File: config.mk
export PLATFORM = sky130hd
export DESIGN_NAME = uart_dbg_bridge
export DESIGN_NICKNAME = d
export VERILOG_FILES = /design/src/rtl/uart_dbg_pkg.sv /design/src/rtl/uart_dbg_rx.sv /design/src/rtl/uart_dbg_bridge.sv
export SDC_FILE = /design/constraint.sdc
export NUM_CORES = 1
export LEC_CHECK = 0
export BUFFER_PORTS_ARGS = -buffer_cell sky130_fd_sc_hd__clkbuf_2
export CAP_MARGIN = 40
export CORE_MARGIN = 2
export CORE_UTILIZATION = 46
export CTS_CLUSTER_DIAMETER = 200
export DETAILED_ROUTE_END_ITERATION = 7
export GPL_TIMING_DRIVEN = 0
export PLACE_DENSITY = 0.76
export SLEW_MARGIN = 20
export SYNTH_ARGS = -nofsm -noshare
export SYNTH_HDL_FRONTEND = slang
export SYNTH_SLANG_ARGS = --single-unit
File: constraint.sdc
create_clock -name clk_i -period 17.45 [get_ports clk_i]
set_input_delay 2.6175 -clock clk_i [delete_from_list [all_inputs] [get_ports clk_i]]
set_output_delay 2.6175 -clock clk_i [all_outputs]
set_load 0.02 [all_outputs]
File: src/rtl/uart_dbg_pkg.sv
// uart_dbg_pkg: shared FSM state and frame constants for the UART debug bridge
`timescale 1ns/1ps
package uart_dbg_pkg;
  typedef enum logic [1:0] {S_RX, S_ISSUE, S_TX} state_t;
  localparam int FRAME_BYTES = 9;
  localparam int RESP_BYTES = 4;
  localparam logic [7:0] DBG_NOP = 8'h00;
endpackage

File: src/rtl/uart_dbg_rx.sv
// uart_dbg_rx: 8N1 deserializer with synchronizer, start-glitch rejection and stop check
`timescale 1ns/1ps
module uart_dbg_rx #(
  parameter int CLK_DIV = 434
) (
  input  logic       clk_i,
  input  logic       rst_i,
  input  logic       rx_i,
  output logic [7:0] byte_o,
  output logic       valid_o,
  output logic       err_o
);
  localparam int CW = $clog2(CLK_DIV);
  logic [1:0] sync;
  logic rx, rx_d, active, tick;
  logic [CW-1:0] cnt;
  logic [3:0] idx;
  logic [7:0] sh;
  assign rx = sync[1];
  // idx 0 is the start bit, sampled half a bit in; 1..8 data; 9 stop
  assign tick = cnt == (idx == 4'd0 ? CW'(CLK_DIV/2-1) : CW'(CLK_DIV-1));
  always_ff @(posedge clk_i or posedge rst_i) begin
    if (rst_i) begin
      sync <= 2'b11;
      rx_d <= 1'b1;
      active <= 1'b0;
      cnt <= '0;
      idx <= '0;
      sh <= '0;
      byte_o <= '0;
      valid_o <= 1'b0;
      err_o <= 1'b0;
    end else begin
      sync <= {sync[0], rx_i};
      rx_d <= rx;
      valid_o <= 1'b0;
      err_o <= 1'b0;
      if (!active) begin
        active <= rx_d & ~rx;
        cnt <= '0;
        idx <= '0;
      end else if (tick) begin
        cnt <= '0;
        idx <= idx + 4'd1;
        if (idx == 4'd0) active <= ~rx;
        else if (idx == 4'd9) begin
          active <= 1'b0;
          valid_o <= rx;
          err_o <= ~rx;
          byte_o <= sh;
        end else sh <= {rx, sh[7:1]};
      end else cnt <= cnt + CW'(1);
    end
  end
endmodule

File: src/rtl/uart_dbg_bridge.sv
// uart_dbg_bridge: UART command frames in, debug bus handshake, 32-bit response out
`timescale 1ns/1ps
module uart_dbg_bridge
  import uart_dbg_pkg::*;
#(
  parameter int CLK_DIV = 434,
  parameter int TIMEOUT = 50000
) (
  input  logic        clk_i,
  input  logic        rst_i,
  input  logic        uart_rx_i,
  output logic        uart_tx_o,
  output logic [7:0]  dbg_cmd_o,
  output logic [31:0] dbg_addr_o,
  output logic [31:0] dbg_data_o,
  input  logic [31:0] dbg_data_i,
  input  logic        dbg_ready_i,
  output logic        busy_o,
  output logic        frame_err_o
);
  localparam int CW = $clog2(CLK_DIV);
  localparam int TW = $clog2(TIMEOUT+1);
  state_t state, nxt;
  logic [7:0] rx_byte, f_cmd;
  logic rx_valid, rx_err, last_byte, tout_hit, tx_tick, tx_done, tx_go;
  logic [3:0] cnt, tx_bit;
  logic [31:0] f_addr, f_data, resp;
  logic [TW-1:0] tout;
  logic [8:0] tx_sh;
  logic [CW-1:0] tx_cnt;
  logic [1:0] tx_byte;
  uart_dbg_rx #(.CLK_DIV(CLK_DIV)) u_rx (
    .clk_i(clk_i),
    .rst_i(rst_i),
    .rx_i(uart_rx_i),
    .byte_o(rx_byte),
    .valid_o(rx_valid),
    .err_o(rx_err)
  );
  assign last_byte = state == S_RX && rx_valid && cnt == 4'(FRAME_BYTES-1);
  assign tout_hit = state == S_RX && cnt != 4'd0 && !rx_valid && tout == TW'(TIMEOUT);
  assign tx_tick = tx_go && tx_cnt == CW'(CLK_DIV-1);
  assign tx_done = tx_tick && tx_bit == 4'd9 && tx_byte == 2'(RESP_BYTES-1);
  always_ff @(posedge clk_i or posedge rst_i) begin
    if (rst_i) state <= S_RX;
    else state <= nxt;
  end
  always_comb begin
    nxt = (state == S_RX && last_byte && f_cmd != DBG_NOP) ? S_ISSUE :
          (state == S_ISSUE && dbg_ready_i) ? S_TX :
          (state == S_TX && tx_done) ? S_RX : state;
  end
  assign busy_o = state != S_RX;
  // frame assembly; bus outputs only load on a complete non-NOP frame
  always_ff @(posedge clk_i or posedge rst_i) begin
    if (rst_i) begin
      cnt <= '0;
      tout <= '0;
      f_cmd <= '0;
      f_addr <= '0;
      f_data <= '0;
      dbg_cmd_o <= DBG_NOP;
      dbg_addr_o <= '0;
      dbg_data_o <= '0;
      frame_err_o <= 1'b0;
    end else begin
      frame_err_o <= rx_err | (rx_valid & busy_o) | tout_hit;
      tout <= (rx_valid || cnt == 4'd0) ? '0 : tout + TW'(1);
      if (state == S_RX) begin
        if (rx_err || tout_hit) cnt <= '0;
        else if (rx_valid) begin
          cnt <= last_byte ? 4'd0 : cnt + 4'd1;
          if (cnt == 4'd0) f_cmd <= rx_byte;
          else if (cnt < 4'd5) f_addr <= {f_addr[23:0], rx_byte};
          else f_data <= {f_data[23:0], rx_byte};
          if (last_byte && f_cmd != DBG_NOP) begin
            dbg_cmd_o <= f_cmd;
            dbg_addr_o <= f_addr;
            dbg_data_o <= {f_data[23:0], rx_byte};
          end
        end
      end
      if (state == S_ISSUE && dbg_ready_i) dbg_cmd_o <= DBG_NOP;
    end
  end
  // response serializer: first S_TX cycle loads byte 0, later bytes follow back to back
  always_ff @(posedge clk_i or posedge rst_i) begin
    if (rst_i) begin
      uart_tx_o <= 1'b1;
      resp <= '0;
      tx_sh <= '1;
      tx_cnt <= '0;
      tx_bit <= '0;
      tx_byte <= '0;
      tx_go <= 1'b0;
    end else if (state == S_ISSUE && dbg_ready_i) resp <= dbg_data_i;
    else if (state == S_TX && !tx_go) begin
      tx_go <= 1'b1;
      uart_tx_o <= 1'b0;
      tx_sh <= {1'b1, resp[31:24]};
      resp <= {resp[23:0], 8'h00};
      tx_cnt <= '0;
      tx_bit <= '0;
      tx_byte <= '0;
    end else if (tx_tick) begin
      tx_cnt <= '0;
      if (tx_bit == 4'd9) begin
        if (tx_done) tx_go <= 1'b0;
        else begin
          tx_byte <= tx_byte + 2'd1;
          uart_tx_o <= 1'b0;
          tx_sh <= {1'b1, resp[31:24]};
          resp <= {resp[23:0], 8'h00};
          tx_bit <= '0;
        end
      end else begin
        uart_tx_o <= tx_sh[0];
        tx_sh <= {1'b1, tx_sh[8:1]};
        tx_bit <= tx_bit + 4'd1;
      end
    end else if (tx_go) tx_cnt <= tx_cnt + CW'(1);
  end
endmodule

# Word-level counts from Yosys, hierarchy flattened
# Cells that the tools add are included.
[word_totals]
register_bits = 252
elab_cells = 164
[op_classes]
add_sub_neg = 7
n_lt_le_gt_ge = 1
n_eq_ne = 14
mux = 57
bitwise_logic = 11
n_reduce_logical = 48
[ops]
columns = ["operator", "count"]
rows = [
  ["32-bit two-way mux", 5],
  ["9-bit two-way mux", 10],
  ["8-bit two-way mux", 5],
  ["4-bit two-way mux", 9],
  ["4-bit AND reduction", 7],
  ["1-bit two-way mux", 20],
  ["9-bit by 1-bit adder with 9-bit output, second input constant", 2],
  ["16-bit by 1-bit adder with 16-bit output, second input constant", 1],
  ["16-bit == test, second input constant", 1],
  ["16-bit two-way mux", 1],
  ["2-bit nonzero test", 8],
  ["1-bit logical AND", 14],
  ["2-bit two-way mux", 7],
  ["4-bit by 1-bit adder with 4-bit output, second input constant", 3],
  ["4-bit == test, second input constant", 3],
  ["3-bit nonzero test", 4],
  ["5-bit AND reduction", 2],
  ["9-bit == test", 1],
  ["9-bit == test, second input constant", 1],
  ["4-bit logical NOT", 2],
  ["8-bit nonzero test", 1],
  ["1-bit NOT", 7],
  ["3-bit AND reduction", 2],
  ["2-bit == test, second input constant", 2],
  ["14 further kinds", 20],
]

# Logic depth before layout (Yosys ltp)
# Gate-level depths: netlist (run 1).
[logic_depth]
word_depth = 9
mapped_depth = 10
mapped_depth_nobuf = 7

# Cells and area by module
# Synthesis (run 1) repeated with hierarchy kept, for this count alone.
[hier_totals]
cells_unflattened = 858
area_unflattened_um2 = 10689.0
[by_module_without_submodules]
columns = ["module", "instances", "cells_per_inst", "area_each_um2"]
rows = [
  ["uart_dbg_bridge", 1, 733, 9069.9],
  ["uart_dbg_rx", 1, 125, 1619.1],
]

# Worst setup path after synthesis (run 1)
# No wires, ideal clock.
[synth_path]
path_kind = "input -> register"
start = "input dbg_ready_i"
end = "register resp[16]"
setup_time_ps = 126
arrival_ps = 3830
required_ps = 17324
setup_slack_ps = 13494
cell_stages = 7
path_cell_list = "nand3b_4 and4_1 clkbuf_1 a21oi_2 buf_2 nor2b_1 a221o_1"
[synth_via]
elab_chain_cells = 3
elab_cells_between_ends = 6
[synth_lines]
columns = ["element", "line", "rtl"]
rows = [
  ["start, declared", "uart_dbg_bridge.sv:17", "input logic dbg_ready_i,"],
  ["1-bit logical AND *", "uart_dbg_bridge.sv:96", "end else if (state == S_ISSUE && dbg_ready_i) resp <= dbg_data_i;"],
  ["3-bit by 1-bit != test with 1-bit output (no source line) or 3-bit nonzero test (tied branches)", "n/a", ""],
  ["3-bit AND reduction (no source line)", "n/a", ""],
  ["end signal, assigned", "uart_dbg_bridge.sv:96", ""],
  ["end signal, assigned", "uart_dbg_bridge.sv:101", "resp <= {resp[23:0], 8'h00};"],
  ["end signal, assigned", "uart_dbg_bridge.sv:113", "resp <= {resp[23:0], 8'h00};"],
  ["end, declared", "uart_dbg_bridge.sv:27", "logic [31:0] f_addr, f_data, resp;"],
]
# Every way passes the cells marked *; elsewhere a longest branch is shown, timed or not.
# A chain may end at the register's enable or synchronous reset.

# Worst setup path in the final report (run 1)
[layout_path]
start = "register state[1]"
end = "output busy_o"
[layout_via]
elab_chain_cells = 1
[layout_lines]
columns = ["element", "line", "rtl"]
rows = [
  ["start, declared", "uart_dbg_bridge.sv:23", "state_t state, nxt;"],
  ["start signal, assigned", "uart_dbg_bridge.sv:46", "else state <= nxt;"],
  ["2-bit nonzero test", "uart_dbg_bridge.sv:53", "assign busy_o = state != S_RX;"],
  ["end, declared", "uart_dbg_bridge.sv:18", "output logic busy_o,"],
]
# No other way between the ends.

==> out/results.tsv, run 1 <==
stage	metric	value	unit
clock_network	cts_hold_buffers	0	
placement	portBuffers	110	
synth	ys.warnings.count	0	
grt	grt_pass1_vias	6639	
route	drt_iter0_markers	399	
placement	dp.cells	1197	
worst_setup_path	slowest_stage	dfrtp_1	
route	wl_per_cell	16.78	um
finish	areaGrowthSynthToFinish	17.86	%
clock_network	cts_resized	0	
route	drt_pass1_iterations	4	
die	rows	55	
sta	drv_slew	0	
sta	period_share	0.2408	
die	start_util	0.4652	
min_path	hp-class	reg -> reg	
synth	syn_inst	799	
worst_setup_path	cp.required	14.83	ns
clock_network	clock-sinks	251	
finish	nNetsFinal	991	
clock_network	htree_levels	1	
worst_setup_path	start_kind	flip-flop	
pwr	p_leak	6.174	nW
sta	tightestPinTransition	0.8724	ns
route	drc	0	
grt	grt_pass1_wl	34820	um
sta	finalHoldViolCount	0	
sta	setup_tns	0	ns
clock_network	cts_made_buffers	27	
sta	rsz0062_at_grt	false	
sta	fmax	237.9	MHz
worst_setup_path	cp_cell_sequence	buf_2, nor2_4, inv_2, clkbuf_2	
finish	diodes	0	
die	core_area	0.02250	sq mm
synth	yosysSeqAreaShare	0.6015	
worst_setup_path	critical_path.max_stage_delay	0.36	ns
synth	yosysUniqueCellTypes	58	
route	wl	20900	um
finish	fillers	1850	
placement	place_area	0.01144	sq mm
worst_setup_path	cp-end-kind	primary output	
clock_network	clock_path_buffers	3	
die	die-height	154.9	um
job	max-cap-violations	0	
pwr	powerDensity	116.1	mW/mm^2
synth	avgSynthCellArea	13.10	sq um
die	pin_count	111	
finish	drive_gt1_frac	0.3559	
route	vias	6629	
sta	relSlewSlack	0.4136	
sta	fin_crit	4.203	ns
placement	dp_hpwl	14270	um
synth	yosys_most_used_dff	dfrtp_1	
worst_setup_path	arrival	1.59	ns
sta	setup_violations	0	
pwr	ir_drop	0.07785	mV
die	die_x	154.9	um
sta	finalClockSkew	0.009667	ns
die	fp.dieArea	0.02398	sq mm
clock_network	post-cts-setup-buffer-count	0	
sta	fin_ws	13.25	ns
synth	syn_area	0.01047	sq mm
route	vias_per_cell	5.320	
synth	ys_ff_latch	251	
outcome	outcome	complete, no violations	
clock_network	clockRootBuffer	clkbuf_16	
route	ant_nets	0	
grt	grt_max_degree	95	
finish	stdcell_count	1246	
worst_setup_path	critPathMaxFanout	9	
worst_setup_path	path_class	reg -> out	
clock_network	clkLatencyLatePin	0.53	ns
grt	antenna_found_initial	0	
grt	grt_overflow	0	
synth	async_flop_share	1.000	
clock_network	clk_pin_slew_worst_paths	0.06	ns
grt	groute.usage.overall	0.1792	
placement	routabilityCongestion	0.8492	
finish	postLayoutCellArea	0.01234	sq mm
placement	dp_slack	13.09	ns
clock_network	tritoncts	yes	
synth	synth_nets	849	
synth	synth_edf_count	0	
## metal layers
layer	vias to the layer above	GRT usage	wire length, um
li1	3117	-	-
met3	39	0.03008	818
met4	0	0.05026	495
met5	-	0	0
met1	3346	0.2605	9663
met2	127	0.2810	9925
## synth_stat cells (2+ instances only)
| cell | n | share of area |
|---|---|---|
| and2_1 | 6 | 0.0036 |
| o21ai_0 | 22 | 0.011 |
| ha_1 | 14 | 0.017 |
| and3_1 | 10 | 0.0060 |
| nand2b_1 | 9 | 0.0054 |
| a21oi_1 | 12 | 0.0057 |
| dfstp_2 | 12 | 0.030 |
| nand3_1 | 16 | 0.0077 |
| xor2_1 | 16 | 0.013 |
| mux2_2 | 127 | 0.14 |
| inv_1 | 18 | 0.0065 |
| xnor2_1 | 13 | 0.011 |
| buf_2 | 8 | 0.0038 |
| nor2_1 | 61 | 0.022 |
| nand4_1 | 10 | 0.0060 |
| a221o_1 | 16 | 0.015 |
| nor3_1 | 12 | 0.0057 |
| inv_2 | 2 | 0.00072 |
| mux2_1 | 17 | 0.018 |
| nor3b_1 | 3 | 0.0022 |
| and4b_1 | 3 | 0.0029 |
| buf_4 | 3 | 0.0022 |
| buf_6 | 9 | 0.0097 |
| or2_2 | 2 | 0.0012 |
| o21ai_1 | 2 | 0.00096 |
| nor4_2 | 3 | 0.0036 |
| nand2_1 | 48 | 0.017 |
| nor2b_1 | 17 | 0.010 |
| or3_1 | 7 | 0.0042 |
| o22ai_1 | 9 | 0.0054 |
| o221a_2 | 7 | 0.0075 |
| dfrtp_1 | 239 | 0.57 |
| nor4_1 | 3 | 0.0018 |
| a22o_1 | 8 | 0.0067 |
| and4_1 | 3 | 0.0025 |
| clkbuf_1 | 10 | 0.0036 |
## state kept, by name, summed over array words and instances (netlist names), 9 cells and up
signal      flops
dbg_addr_o     32
dbg_data_o     32
f_addr         32
f_data         24
resp           32
tout           16
tx_cnt          9
u_rx.cnt        9
## critical path: cells and delay by family, from the launching register on
kind                   cells  cell delay (ns)
flip-flops                 1             0.36
AND/OR/NAND/NOR            1             0.21
buffers and inverters      3             0.49
## worst paths after layout
path | endpoint | slack, ns | cells past startpoint | start
hold / removal | u_rx.sync[1] | 0.36 | 0 | u_rx.sync[0]
min in group asynchronous | dbg_data_o[18] | 2.14 | 2 | rst_i
setup reg to reg | f_data[14] | 14.93 | 8 | cnt[0]
max in group asynchronous | tx_sh[5] | 14.50 | 3 | rst_i
setup / recovery | busy_o | 13.25 | 4 | state[1]
hold reg to reg | u_rx.sync[1] | 0.36 | 0 | u_rx.sync[0]
## power by group
part / internal [W] / total [W] / leakage (nW) / switching [W]
clock: 0.000341 / 0.000568 / 0.440 / 0.000228
combinational: 0.0000779 / 0.000171 / 2.38 / 0.0000934
sequential: 0.000644 / 0.000693 / 3.36 / 0.0000494
total: 0.00106 / 0.00143 / 6.17 / 0.000370
## cell families (layout without fill, tap and decap cells)
logic type | after synthesis | count (layout) | synth area share
and+or+nand+nor | 224 | 224 | 0.1144
adders and majority gates | 14 | 14 | 0.01673
xor gates and xnor gates | 29 | 29 | 0.02426
AOI/OAI and AO/OA | 85 | 85 | 0.06049
muxes | 145 | 145 | 0.1559
buffers and inverters | 51 | 213 | 0.02678
DFF | 251 | 251 | 0.6015
## cell type report
type | count | area [sq um] | area share
Inverter | 20 | 82.58 | 0.006694
Tap cell | 285 | 356.6 | 0.02890
Sequential cell | 251 | 6296 | 0.5103
Clock inverter | 16 | 166.4 | 0.01349
Clock buffer | 33 | 728.2 | 0.05903
Timing Repair Buffer | 113 | 610.6 | 0.04949
Multi-Input combinational cell | 497 | 3891 | 0.3154
Buffer | 31 | 205.2 | 0.01663
## placed cells by master (no fill, tap or decap), types with 3 or more instances in the layout
master / Yosys / routed
dfstp_2: 12 / 12
and2_1: 6 / 6
clkinv_2: 0 / 9
nand2_1: 48 / 48
xor2_1: 16 / 16
o221a_2: 7 / 7
and4_1: 3 / 3
nor3b_1: 3 / 3
and4b_1: 3 / 3
inv_1: 18 / 17
bufinv_16: 0 / 3
nor4_1: 3 / 3
a21oi_1: 12 / 12
clkbuf_2: 0 / 110
buf_6: 9 / 9
nand2b_1: 9 / 9
nor2b_1: 17 / 17
clkbuf_1: 10 / 13
mux2_2: 127 / 127
a22o_1: 8 / 8
dfrtp_1: 239 / 239
ha_1: 14 / 14
buf_4: 3 / 3
clkbuf_16: 0 / 27
o22ai_1: 9 / 9
nand4_1: 10 / 10
xnor2_1: 13 / 13
clkinvlp_4: 0 / 3
nor3_1: 12 / 12
nor2_1: 61 / 61
nand3_1: 16 / 16
clkbuf_8: 0 / 3
mux2_1: 17 / 17
and3_1: 10 / 10
or3_1: 7 / 7
nor4_2: 3 / 3
o21ai_0: 22 / 22
buf_2: 8 / 9
a221o_1: 16 / 16
## through the flow
stage / hold slack, ns / total power [W] / util
2_1_floorplan: 0.3452 / 0.0008182 / -
3_3_place_gp: 0.3525 / 0.0008644 / 0.5055
4_1_cts: 0.3584 / 0.001446 / 0.5482
6_report: 0.3567 / 0.001433 / 0.5482
5_1_grt: 0.3632 / 0.001501 / 0.5482
3_5_place_dp: 0.3496 / 0.0008737 / 0.5085
Note: power is estimated with default switching activity, not from simulation.
==> run 2, diff against run 1 <==
Settings changed: PLACE_DENSITY 0.76 to 0.78.
Clock period 17.45 ns to 3.85 ns, I/O delays scaled along.
==> run 2 against run 1 <==
Cell area increased by 1.8%. Combinational power rose to 4.7 times the previous value. Routed wire length rose by 3.7%. Die area did not move. Critical path type is now reg -> reg. Critical endpoint is now f_data[15]. Largest power group unchanged.
==> out/results.tsv, run 2 (synthesized netlist as in run 1, its figures left out) <==
stage	metric	value	unit
finish	final_cell_mix	239 x dfrtp_1, 127 x mux2_2, 110 x clkbuf_2	
die	die-height	154.9	um
grt	antenna_found_initial	0	
route	wl	21680	um
pwr	finalPower	0.006796	W
worst_setup_path	cp.required	4.26	ns
finish	drive_gt1_frac	0.3629	
sta	finalClockSkew	0.009140	ns
route	wl_per_cell	17.27	um
job	max-cap-violations	0	
outcome	outcome	complete, no violations	
worst_setup_path	start_kind	flip-flop	
die	rows	55	
sta	period_share	0.6566	
finish	layout_commonest_cell	dfrtp_1	
worst_setup_path	r2r_cells	8	
grt	grt_pass1_vias	6953	
sta	drv_slew	0	
worst_setup_path	regToRegEndpoint	f_data[15]	
route	drc	0	
min_path	hp-start	uart_rx_i	
pwr	powerDensity	541.0	mW/mm^2
route	drt_pass1_iterations	5	
placement	routabilityCongestion	0.8390	
die	die_x	154.9	um
min_path	min_path_cells	1	
clock_network	clk_pin_slew_worst_paths	0.06	ns
route	drt_iter0_markers	409	
sta	tightestPinTransition	0.7576	ns
grt	grt_max_degree	37	
sta	setup_tns	0	ns
worst_setup_path	path_class	reg -> reg	
sta	hold_ws	0.1347	ns
grt	grt_pass1_wl	36220	um
worst_setup_path	critPathMaxFanout	10	
finish	fillers	1783	
die	start_util	0.4652	
finish	stdcell_count	1255	
placement	portBuffers	110	
worst_setup_path	r2r_start	cnt[0]	
die	pin_count	111	
grt	groute.usage.overall	0.1860	
sta	setup_violations	0	
sta	fmax	395.6	MHz
clock_network	tritoncts	yes	
finish	nNetsFinal	999	
sta	relSlewSlack	0.4870	
min_path	hold_end	u_rx.sync[0]	
route	vias_per_cell	5.343	
pwr	p_leak	6.278	nW
worst_setup_path	arrival	2.94	ns
worst_setup_path	cp-end-kind	flip-flop	
sta	fin_crit	2.528	ns
clock_network	cts_made_buffers	27	
clock_network	clkLatencyLatePin	0.53	ns
die	fp.dieArea	0.02398	sq mm
clock_network	clock_path_buffers	3	
min_path	hp-class	in -> reg	
grt	grt_overflow	0	
placement	dp_hpwl	14860	um
sta	finalHoldViolCount	0	
placement	dp.cells	1203	
clock_network	clockRootBuffer	clkbuf_16	
finish	diodes	0	
sta	rsz0062_at_grt	false	
clock_network	clock-sinks	251	
route	vias	6705	
worst_setup_path	reg2reg_slack	1.32	ns
route	ant_nets	0	
die	core_area	0.02250	sq mm
clock_network	htree_levels	1	
clock_network	post-cts-setup-buffer-count	0	
clock_network	cts_resized	0	
pwr	ir_drop	0.4047	mV
finish	areaGrowthSynthToFinish	20.00	%
[run 2: layout make-up]
cell class | instances | area, sq um | share of cell area
Buffer | 31 | 205.2 | 0.01634
Multi-Input combinational cell | 497 | 3891 | 0.3098
Clock inverter | 19 | 281.5 | 0.02241
Tap cell | 285 | 356.6 | 0.02839
Clock buffer | 31 | 720.7 | 0.05738
Timing Repair Buffer | 121 | 730.7 | 0.05817
Sequential cell | 251 | 6296 | 0.5012
Inverter | 20 | 78.83 | 0.006276
[run 2: worst max-delay path by stage]
| stage | startpoint | end | slack [ns] | depth (start not counted) |
|---|---|---|---|---|
| floorplan | rst_i | cnt[0] | -0.02 | 1 |
| global placement | rst_i | dbg_addr_o[24] | -1.46 | 2 |
| detailed placement | cnt[0] | f_data[15] | 1.36 | 8 |
| CTS | cnt[0] | f_data[15] | 1.35 | 8 |
| global route | cnt[0] | f_data[14] | 1.17 | 8 |
| finish | cnt[0] | f_data[15] | 1.32 | 8 |
[run 2: routing by layer]
| layer | up-vias | wire, um | track usage |
|---|---|---|---|
| met5 | - | 0 | 0 |
| met4 | 0 | 627 | 0.05864 |
| met3 | 44 | 900 | 0.03593 |
| met2 | 124 | 10520 | 0.3089 |
| met1 | 3387 | 9624 | 0.2494 |
| li1 | 3150 | - | - |
[run 2: timing repair]
action                                  CTS  global route
endpoints found under the setup margin    0             0
endpoints found under the hold margin     7             0
hold buffers                              1             0
[run 2: critical path, stage by stage (launching register included)]
cell and delay (ns):
dfrtp_1 0.41, inv_1 0.15, ha_1 0.20, nor3b_1 0.28, nor4_2 0.09, a41oi_2 0.34
o2111ai_2 0.39, buf_6 0.29, mux2_2 0.28
[run 2: power by group]
part	internal, W	switching, W	total [W]
clock network	0.00181	0.00105	0.00286
logic	0.000364	0.000432	0.000797
registers	0.00292	0.000220	0.00314
total	0.00509	0.00170	0.00680
[run 2: metrics by stage]
step / util / worst slack [ns] / area [sq um]
floorplan: - / -0.01939 / 10470
global placement: 0.5056 / -1.456 / 11380
detailed placement: 0.5130 / 1.362 / 11540
CTS: 0.5580 / 1.348 / 12560
global route: 0.5582 / 1.167 / 12560
finish: 0.5582 / 1.322 / 12560
==> run 3, diff against run 2 <==
Clock period 3.85 ns to 2.2 ns, I/O delays scaled along.
==> run 3 against run 2 <==
Worst setup slack got worse by 1.3 ns. Core utilization up 2.2 points. Global-route usage is 0.48 points higher. Sequential share of layout area decreased by 1.9 points. Maximum frequency is 16% higher. Clock skew barely moved. Via count increased by 2.2%. Non-clock buffer count rose by 21. Die area is the same. Highest routed layer unchanged.
==> out/results.tsv, run 3 (synthesized netlist as in run 1, its figures left out) <==
stage	metric	value	unit
outcome	outcome	complete, no violations	
sta	setup_violations	0	
worst_setup_path	cpLargestDelayFamily	simple AND/OR/NAND/NOR gates	
sta	period_share	0.9873	
sta	fin_crit	2.172	ns
grt	grt_max_degree	37	
min_path	min_path_cells	2	
finish	diodes	0	
placement	dp_hpwl	14860	um
clock_network	clock_path_buffers	3	
sta	relSlewSlack	0.6376	
placement	portBuffers	110	
sta	fin_ws	0.02804	ns
worst_setup_path	cp-end-kind	flip-flop	
worst_setup_path	critical_path.max_stage_delay	0.46	ns
sta	finalClockSkew	0.008795	ns
worst_setup_path	cp_cell_sequence	nor3_1, nand2_1, nor4_2, buf_2, mux2_2	
clock_network	htree_levels	1	
die	die-height	154.9	um
die	start_util	0.4652	
worst_setup_path	cp.required	2.61	ns
die	core_area	0.02250	sq mm
worst_setup_path	critPathMaxFanout	5	
finish	final_util	0.5805	
grt	grt_overflow	0	
finish	layout_commonest_cell	dfrtp_1	
finish	drive_gt1_frac	0.3956	
finish	fillers	1718	
clock_network	clock-sinks	251	
worst_setup_path	slowest_stage	nor4_2	
die	rows	55	
worst_setup_path	r2r_cells	5	
sta	tightestPinTransition	0.5436	ns
finish	final_cell_mix	237 x dfrtp_1, 112 x mux2_2, 111 x clkbuf_2	
clock_network	cts_made_buffers	27	
finish	nNetsFinal	1020	
sta	hold_ws	0.03379	ns
route	drt_iter0_markers	502	
die	fp.dieArea	0.02398	sq mm
grt	grt_pass1_wl	37140	um
route	drc	0	
grt	groute.usage.overall	0.1908	
job	max-cap-violations	0	
placement	dp_slack	-0.2883	ns
route	ant_nets	0	
clock_network	tritoncts	yes	
worst_setup_path	path_class	reg -> reg	
finish	postLayoutCellArea	0.01306	sq mm
sta	drv_slew	0	
min_path	hp-class	in -> reg	
finish	areaGrowthSynthToFinish	24.80	%
clock_network	clkLatencyLatePin	0.53	ns
pwr	finalPower	0.01201	W
route	wl_per_cell	18.01	um
placement	routabilityCongestion	0.8390	
route	drt_pass1_iterations	5	
placement	place_area	0.01154	sq mm
worst_setup_path	arrival	2.58	ns
worst_setup_path	crit_cells	5	
clock_network	clk_pin_slew_worst_paths	0.06	ns
pwr	p_leak	6.510	nW
clock_network	clockRootBuffer	clkbuf_16	
worst_setup_path	critical_path_buf_inv_count	1	
die	die_x	154.9	um
grt	antenna_found_initial	0	
sta	fmax	460.4	MHz
worst_setup_path	start_kind	flip-flop	
sta	rsz0062_at_grt	true	
pwr	ir_drop	0.7162	mV
sta	finalHoldViolCount	0	
route	vias_per_cell	5.371	
grt	grt_pass1_vias	7123	
route	wl	22980	um
die	pin_count	111	
route	vias	6853	
pwr	powerDensity	919.6	mW/mm^2
run 3: cell types whose count changed in the layout (fill, tap and decap cells not counted), moves of 3 or more:
cell | previous run | this run
buf_4 | 3 | 19
mux2_2 | 127 | 112
mux2_4 | 0 | 15
buf_12 | 8 | 16
buf_2 | 10 | 6
buf_6 | 9 | 6
clkbuf_1 | 11 | 8
clkbuf_4 | 0 | 3
run 3: path summary, 6_finish.rpt:
| check | startpoint | end | slack [ns] |
|---|---|---|---|
| min reg2reg | u_rx.sync[0] | u_rx.sync[1] | 0.36 |
| min in group asynchronous | rst_i | dbg_data_o[26] | 0.29 |
| max reg2reg | u_rx.cnt[2] | u_rx.sh[0] | 0.03 |
| min | dbg_data_i[0] | resp[0] | 0.03 |
| max | u_rx.cnt[2] | u_rx.sh[0] | 0.03 |
| max in group asynchronous | rst_i | tx_sh[1] | 0.89 |
run 3: metrics by stage:
| step | setup TNS (ns) | cells |
|---|---|---|
| 4_1_cts | -0.9321 | 1268 |
| 5_1_grt | -0.7827 | 1276 |
| 3_5_place_dp | -16.27 | 1203 |
| 2_1_floorplan | -346.51 | 799 |
| 6_report | 0 | 1276 |
| 3_3_place_gp | -712.85 | 1194 |
run 3: what timing repair did:
item	CTS	global route
hold buffers	2	0
buffers inserted	12	7
endpoints found under the hold margin	23	0
cloned	2	1
endpoints found under the setup margin	159	140
resized for setup	29	41
pin swaps	5	4
run 3: metal layers:
layer	GRT usage	share of wire	vias up
met2	0.3157	0.49	146
met4	0.06481	0.028	0
met3	0.03677	0.039	46
met5	0	0	-
met1	0.2549	0.44	3480
li1	-	-	3181
run 3: final cells by class:
type                    count  area, sq um  share of cell area
well taps                 285        356.6             0.02730
inverters                  20        81.33            0.006225
flip-flops and latches    251         6299              0.4821
clock inverters            19        281.5             0.02155
multi-input cells         497         4068              0.3114
clock buffers              31        720.7             0.05517
repair buffers            144        980.9             0.07509
plain buffers              29        276.5             0.02117
run 3: worst register-to-register path, cell delays in order, from the launching register on:
cell and delay, ns:
dfrtp_1 0.43, nor3_1 0.35, nand2_1 0.19, nor4_2 0.46, buf_2 0.27, mux2_2 0.36
run 3: where the power goes:
group          switching [W]  internal (W)
Combinational       0.000785      0.000685
Sequential          0.000403       0.00511
Clock                0.00186       0.00317
Total                0.00305       0.00896
